==> config.mk <==
export PLATFORM = sky130hd
export DESIGN_NAME = multicycle_sequencer
export DESIGN_NICKNAME = d
export VERILOG_FILES = /design/src/rtl/multicycle_sequencer.sv
export SDC_FILE = /design/constraint.sdc
export NUM_CORES = 1
export LEC_CHECK = 0
export CORE_MARGIN = 3
export CORE_UTILIZATION = 45
export DETAILED_ROUTE_END_ITERATION = 16
export PLACE_DENSITY_LB_ADDON = 0.12
export SLEW_MARGIN = 5
export SYNTH_ARGS = -nofsm -noshare
export SYNTH_HDL_FRONTEND = slang
export SYNTH_SLANG_ARGS = --single-unit
==> constraint.sdc <==
create_clock -name clk -period 1.7 [get_ports clk]
set_clock_uncertainty 0.1 [all_clocks]
set_input_delay 0.17 -clock clk [delete_from_list [all_inputs] [get_ports clk]]
set_output_delay 0.17 -clock clk [all_outputs]
set_load 0.01 [all_outputs]
==> src/rtl/multicycle_sequencer.sv <==
// Multi-cycle control sequencer for the 3-bit-opcode core: steps each instruction through
// FETCH/DECODE/EXEC/MEM/WB, drives datapath strobes, handles memory waits and traps.
module multicycle_sequencer #(
    parameter int MEM_TIMEOUT = 16,
    parameter int CNT_W       = 16
) (
    input  logic             clk,
    input  logic             rst_n,
    input  logic             run,
    input  logic [2:0]       opcode,
    input  logic             mem_ready,
    output logic             pc_write,
    output logic             ir_write,
    output logic             iord,
    output logic             mem_read,
    output logic             mem_write,
    output logic             reg_write,
    output logic             reg_dst,
    output logic             mem_to_reg,
    output logic             alu_src,
    output logic [1:0]       alu_op,
    output logic             jump,
    output logic             busy,
    output logic             done,
    output logic [CNT_W-1:0] instr_count,
    output logic             trap,
    output logic [1:0]       trap_cause
);
    localparam int WAIT_W = (MEM_TIMEOUT > 2) ? $clog2(MEM_TIMEOUT) : 1;

    localparam logic [2:0] OP_NOP  = 3'b000;
    localparam logic [2:0] OP_LW   = 3'b001;
    localparam logic [2:0] OP_SW   = 3'b010;
    localparam logic [2:0] OP_JUMP = 3'b011;
    localparam logic [2:0] OP_ADD  = 3'b100;
    localparam logic [2:0] OP_ADDI = 3'b101;
    localparam logic [2:0] OP_SUB  = 3'b110;
    localparam logic [2:0] OP_ILL  = 3'b111;

    typedef enum logic [2:0] {
        S_IDLE, S_FETCH, S_DECODE, S_EXEC, S_MEM, S_WB, S_TRAP
    } state_t;

    state_t            r_state;
    logic [2:0]        r_op;
    logic [WAIT_W-1:0] r_wait;
    logic [CNT_W-1:0]  r_count;
    logic              r_trap;
    logic [1:0]        r_cause;

    logic [2:0]        w_op;
    logic              w_timeout;
    logic              w_retire;

    // The opcode field is only valid from DECODE on, so DECODE looks at it directly.
    assign w_op      = (r_state == S_DECODE) ? opcode : r_op;
    assign w_timeout = !mem_ready && (r_wait == WAIT_W'(MEM_TIMEOUT - 1));

    always_comb begin
        w_retire = 1'b0;
        case (r_state)
            S_DECODE: w_retire = (opcode == OP_NOP) || (opcode == OP_JUMP);
            S_MEM:    w_retire = mem_ready && (r_op == OP_SW);
            S_WB:     w_retire = 1'b1;
            default:  w_retire = 1'b0;
        endcase
    end

    always_ff @(posedge clk) begin
        if (!rst_n) begin
            r_state <= S_IDLE;
            r_op    <= 3'b000;
            r_wait  <= '0;
            r_count <= '0;
            r_trap  <= 1'b0;
            r_cause <= 2'b00;
        end else begin
            r_wait <= '0;
            if (w_retire) r_count <= r_count + 1'b1;
            case (r_state)
                S_IDLE: if (run) r_state <= S_FETCH;
                S_FETCH: begin
                    if (mem_ready) begin
                        r_state <= S_DECODE;
                    end else if (w_timeout) begin
                        r_state <= S_TRAP;
                        r_trap  <= 1'b1;
                        r_cause <= 2'b10;
                    end else begin
                        r_wait <= r_wait + 1'b1;
                    end
                end
                S_DECODE: begin
                    r_op <= opcode;
                    if (w_retire) begin
                        r_state <= run ? S_FETCH : S_IDLE;
                    end else if (opcode == OP_ILL) begin
                        r_state <= S_TRAP;
                        r_trap  <= 1'b1;
                        r_cause <= 2'b01;
                    end else begin
                        r_state <= S_EXEC;
                    end
                end
                S_EXEC: r_state <= (r_op == OP_LW || r_op == OP_SW) ? S_MEM : S_WB;
                S_MEM: begin
                    if (mem_ready) begin
                        r_state <= (r_op == OP_SW) ? (run ? S_FETCH : S_IDLE) : S_WB;
                    end else if (w_timeout) begin
                        r_state <= S_TRAP;
                        r_trap  <= 1'b1;
                        r_cause <= 2'b10;
                    end else begin
                        r_wait <= r_wait + 1'b1;
                    end
                end
                S_WB:   r_state <= run ? S_FETCH : S_IDLE;
                S_TRAP: r_state <= S_TRAP;
                default: r_state <= S_IDLE;
            endcase
        end
    end

    always_comb begin
        pc_write   = 1'b0;
        ir_write   = 1'b0;
        iord       = 1'b0;
        mem_read   = 1'b0;
        mem_write  = 1'b0;
        reg_write  = 1'b0;
        reg_dst    = 1'b0;
        mem_to_reg = 1'b0;
        alu_src    = 1'b0;
        alu_op     = 2'b00;
        jump       = 1'b0;
        case (r_state)
            S_FETCH: begin
                mem_read = 1'b1;
                ir_write = mem_ready;
                pc_write = mem_ready;
            end
            S_DECODE: if (w_op == OP_JUMP) begin
                pc_write = 1'b1;
                jump     = 1'b1;
                alu_op   = 2'b01;
            end
            S_EXEC: begin
                alu_src = (w_op == OP_LW) || (w_op == OP_SW) || (w_op == OP_ADDI);
                alu_op  = (w_op == OP_ADD || w_op == OP_SUB || w_op == OP_ADDI) ? 2'b10 : 2'b00;
            end
            S_MEM: begin
                iord      = 1'b1;
                alu_src   = 1'b1;
                mem_read  = (w_op == OP_LW);
                mem_write = (w_op == OP_SW);
            end
            S_WB: begin
                reg_write  = 1'b1;
                mem_to_reg = (w_op == OP_LW);
                reg_dst    = (w_op == OP_ADD) || (w_op == OP_SUB);
            end
            default: ;
        endcase
    end

    assign done        = w_retire;
    assign busy        = (r_state != S_IDLE) && (r_state != S_TRAP);
    assign instr_count = r_count;
    assign trap        = r_trap;
    assign trap_cause  = r_cause;
endmodule
======== Word level (Yosys, flattened, before mapping) ========
Index checks and enable logic that the tools add are counted.
storage, ports and cells
  output and inout port bits .............. 33
  input bits .............................. 7
  logic and storage cells ................. 86
  bits in registers ....................... 29
operators by class
  $add $sub $neg .......................... 2
  bitwise operators ....................... 2
  reduce and logical (&&, ||, !) cells .... 17
  mux-type cells .......................... 36
  eq/ne operators ......................... 23
operator list
  kind                     number
  $mux W3                  8
  $eq A3 B3 Y1 const B     7
  $pmux W3 S7              1
  $eq A3 B2 Y1 const B     6
  $add A16 B1 Y16 const B  1
  $mux W1                  15
  $mux W2                  5
  $eq A3 B1 Y1 const B     3
  $pmux W1 S2              4
  $pmux W2 S2              2
  $logic_not A3 Y1         2
  $logic_or A1 B1 Y1       6
  $ne A2 B2 Y1 const B     3
  $reduce_and A5 Y1        1
  $add A4 B1 Y4 const B    1
  $eq A4 B4 Y1 const B     1
  $ne A2 B1 Y1 const B     2
  $reduce_or A4 Y1         1
  $logic_and A1 B1 Y1      3
  $ne A3 B3 Y1 const B     1
  $pmux W1 S3              1
  $reduce_bool A3 Y1       1
  $not A1 Y1               2
  $reduce_bool A2 Y1       1
  other kinds (2)          2

======== Depth between registers and ports, before layout ========
  depth after elaboration ................. 7
  gate-level depth with buffers ........... 6
  gate-level depth less buffers ........... 5

======== Worst setup path before layout ========
OpenSTA, ideal clock, no wires.
  path type ............................... register to output
  start ................................... reg r_state[0]
  end ..................................... out alu_src
  required time ........................... 1.430 ns
  stages on the path, launching flop included .. 6
  arrival time ............................ 1.474 ns
  setup slack ............................. -0.044 ns
  buffers on the path ..................... 1
  path through ............................ dfxtp_1 buf_6 nor3b_2 mux2i_1 a21oi_1 o22ai_1
between the ends
  word-level cells in the longest chain between the ends .. 6
  elaborated cells on any way between the ends .. 10
  those cells by class .................... eq/ne: 6; mux: 2; reduce/logical: 2
ends and longest elaborated chain
  what                                          line  source
  start: declaration                            44    state_t r_state;
  start signal: assignment                      96    r_state <= run ? S_FETCH : S_IDLE;
  start signal: assignment                      105   S_EXEC: r_state <= (r_op == OP_LW || r_op == OP_SW) ? S_MEM : S_WB;
  start signal: assignment                      108   r_state <= (r_op == OP_SW) ? (run ? S_FETCH : S_IDLE) : S_WB;
  $eq A3 B2 Y1                                  56    assign w_op = (r_state == S_DECODE) ? opcode : r_op;
  $mux W3                                       -
  $eq A3 B1 Y1 or $eq A3 B2 Y1 (tied branches)  148   alu_src = (w_op == OP_LW) || (w_op == OP_SW) || (w_op == OP_ADDI);
  $logic_or A1 B1 Y1 (2 in a row)               148
  $pmux W1 S2 (*)                               136   case (r_state)
  end: declaration                              20    output logic alu_src,
Every way passes the cells marked *; elsewhere a longest branch is shown, timed or not.

======== Worst setup path after layout ========
  start ................................... reg r_state[2]
  end ..................................... out alu_src
Same word-level chain as after synthesis.

==> impl_metrics.toml <==
[routing]
detail-route-antenna-nets = 0
postRouteWirelength_microns = 6280
via_per_inst = 5.73
routedWlPerCell_microns = 17.6
drt_first_iter_violations = 195
detail_route.drc_violations = 0
vias = 2047
drt_pre_antenna_iters = 4

[critical_path]
worst-path-stages = 7
timing.critical_path.slowest_stage_cell = "dfxtp_2"
critical_path_peak_fanout = 5
r2r_slack_ps = -200
critical_path_class = "flop to primary output"
timing.critical_path.slowest_cell_delay_ps = 330
ff2ff_path_depth = 7
crit_required_ps = 1430
worst_path_most_repeated_cell = "buf_6"
critPathCaptureType = "primary output"
worst_setup_path_endpoint = "alu_src"
cp.buffers_inverters = 3
timing.rr.start = "r_state[1]$_SDFFE_PN0P_"
cp.arrival_ps = 1720
crit_path_start = "r_state[2]$_SDFFE_PN0P_"
crit_path_start_kind = "flop"
cp_cell_sequence = "nor3b_4 > buf_6 > mux2i_4 > buf_6 > a21oi_2 > o22ai_1 > buf_2"
path_delay_family = "buffers and inverters"
critical_path.reg2reg.endpoint = "instr_count[15]$_SDFFE_PN0P_"

[yosys]
synth_top_family_by_area = "simple AND/OR/NAND/NOR gates"
synth_edf_count = 0
synth_simple_gate_area_share_pct = 32.3
yosys.area_share.xor_xnor_pct = 1.52
synth_sequential_area_ratio_pct = 33.6
synth-warning-count = 0
netlist-cell-type-count = 49
postSynthNetCount = 215
number_of_synthesized_register_bits = 29
yosys-mux-area-fraction_pct = 8.68
synth_fa_ha_area_share_pct = 1.45
netlist_instances = 206
synth_compound_area_share_pct = 18.6
synthesized_area_per_cell_sq_um = 8.39
share_of_async_settable_or_async_resettable_flops_after_synthesis_pct = 0
ys_top_cells_by_area = "dfxtp_1 (34%), mux2i_1 (8.7%), nand2b_1 (5.8%)"
post_synth_instance_area_sq_um = 1730
yosys_most_used_dff = "dfxtp_1"
synth_largest_area_cell = "dfxtp_1"
synth_top_cell_area_share_pct = 33.6

[sta]
worst_pin_slew_ps = 563
final_max_slew_viol_count = 0
slew_headroom_pct = 61.9
worst_slack_ps = -292
fmaxAchievable_ghz = 0.502
period_share_pct = 117
hold_viol = 0
period_minus_slack_ps = 1990
grt_setup_unrepaired = "yes"
tns_ps = -4010
final_count_of_negative_setup_slack_endpoints = 28

[status]
status = "complete, but fails checks"
failing_checks = "setup timing"

[cells_and_area]
area_growth_syn_to_layout_pct = 68.2
drive_gt1_share_pct = 40.2
fin_nets = 319
antenna-diode-count = 0
non_filler_cell_area_final_sq_um = 2910
fillers = 226
fin_cells = 357
register_area_sq_um = 592
multi_input_comb_area_sq_um = 1240

[placement]
dp_cells = 327
place_hpwl_microns = 3580
placed_instance_area_sq_um = 2480
last_weighted_congestion_value_of_the_routability_driven_placer = 0.797
dp_slack_ps = -376
io_buffers = 39

[global_route]
grt_antenna_before_repair = 0
grt_max_degree = 21
overall_overflow_remaining_after_global_route = 0
first_global_vias = 1900
global_route.usage.total_pct = 27.9
grt_pass1_wl_microns = 9520

[clock_tree]
clkSlewWorstSetupHoldPaths_ps = 70
tritoncts_num_sinks = 29
clk_root_buffer_cell = "clkbuf_8"
clk_latency_ps = 290
tritoncts_clock_tree = "yes"
clock_tree.htree_level_count = 2
clock_path_buffers = 2
cts-buffers-inserted = 5

[power]
p_leak_nw = 1.17
worst_ir_drop_vdd_uv = 580
cellPowerDensity_nw_per_um2 = 597

[die]
chipWidth_microns = 68.0
std_cell_rows = 21
core-area_sq_um = 3520
design.die.area_sq_um = 4620
chipHeight_microns = 68.0
floorplan.initialDensity_pct = 49.1
top_level_ports = 40

[min_path]
timing.hold.worst_path_depth = 1
min-delay-path-class = "flop to flop"

[flow_run]
number_of_violations_of_the_max_capacitance_limit = 0
-- power breakdown --
group          switching [mW]  internal (mW)  leakage, nW
sequential            0.00955          0.686        0.237
clock                   0.295          0.476       0.0574
combinational           0.132          0.137        0.879
total                   0.437           1.30         1.17
-- cell families (layout without fill, tap and decap cells) --
logic type / after synthesis / in the layout
compound gates: 45 / 45
xor+xnor: 3 / 3
fa+ha+maj: 2 / 2
buf+inv: 14 / 119
flops: 29 / 29
mux: 15 / 15
simple gates: 98 / 98
-- state kept, by name (all words and copies together), names as in the netlist --
signal / count
r_op: 3
r_wait: 4
instr_count: 16
trap_cause: 2
r_state: 3
trap: 1
-- synth_stat cells, types with 2 or more instances --
| cell | number |
|---|---|
| a21boi_0 | 2 |
| a21o_1 | 2 |
| a21oi_1 | 14 |
| a31oi_1 | 6 |
| and2_1 | 3 |
| and3_1 | 4 |
| and4b_1 | 4 |
| buf_6 | 2 |
| clkbuf_1 | 6 |
| dfxtp_1 | 29 |
| ha_1 | 2 |
| inv_1 | 5 |
| mux2i_1 | 15 |
| nand2_1 | 23 |
| nand2b_1 | 16 |
| nand3_1 | 9 |
| nand4_1 | 4 |
| nor2_1 | 15 |
| nor2b_1 | 6 |
| nor3_1 | 3 |
| o2111ai_2 | 2 |
| o21ai_0 | 5 |
| o41ai_1 | 2 |
| xnor2_1 | 2 |
-- repair_timing --
action / CTS / global route
endpoints found under the setup margin: 30 / 38
hold endpoints to repair: 0 / 0
pin swaps: 25 / 11
setup buffers: 18 / 7
resized for setup: 102 / 7
hold buffers: 0 / 0
-- placed cells by master, fill, tap and decap left out, drive strengths merged, types with 9 or more instances in the layout --
cell type,count
a21oi,14
dfxtp,29
clkdlybuf4s50,25
nand3,9
nand2,24
mux2i,15
nor2,15
buf,80
nand2b,16
-- layout make-up --
type	instances	area share, %
Sequential cell	29	20.3
Clock buffer	6	2.84
Inverter	6	0.774
Multi-Input combinational cell	163	42.6
Tap cell	46	1.98
Timing Repair Buffer	105	30.2
Clock inverter	2	1.29
-- per-layer routing --
metal,vias to the layer above,wire (microns),track usage (%)
met5,-,0,0
met4,0,236,11.2
met3,25,351,5.42
met2,83,2900,44.3
met1,988,2790,36.9
li1,951,-,-
-- worst min path at each step --
stage,slack (ps),end,start
CTS,370,r_wait[0]$_SDFF_PP0_,r_wait[0]$_SDFF_PP0_
global route,370,r_wait[0]$_SDFF_PP0_,r_wait[0]$_SDFF_PP0_
global placement,330,r_wait[0]$_SDFF_PP0_,r_wait[0]$_SDFF_PP0_
floorplan,230,r_op[1]$_SDFF_PN0_,opcode[1]
detailed placement,350,r_wait[0]$_SDFF_PP0_,r_wait[0]$_SDFF_PP0_
finish,370,r_wait[0]$_SDFF_PP0_,r_wait[0]$_SDFF_PP0_
-- stage by stage --
| stage | util (%) | hold WS, ps | power (mW) |
|---|---|---|---|
| finish | 82.6 | 368 | 1.74 |
| global route | 82.6 | 369 | 1.78 |
| detailed placement | 70.6 | 352 | 0.930 |
| floorplan | - | 233 | 0.817 |
| CTS | 81.3 | 367 | 1.72 |
| global placement | 70.6 | 330 | 0.926 |
Note: power is estimated with default switching activity, not from simulation.
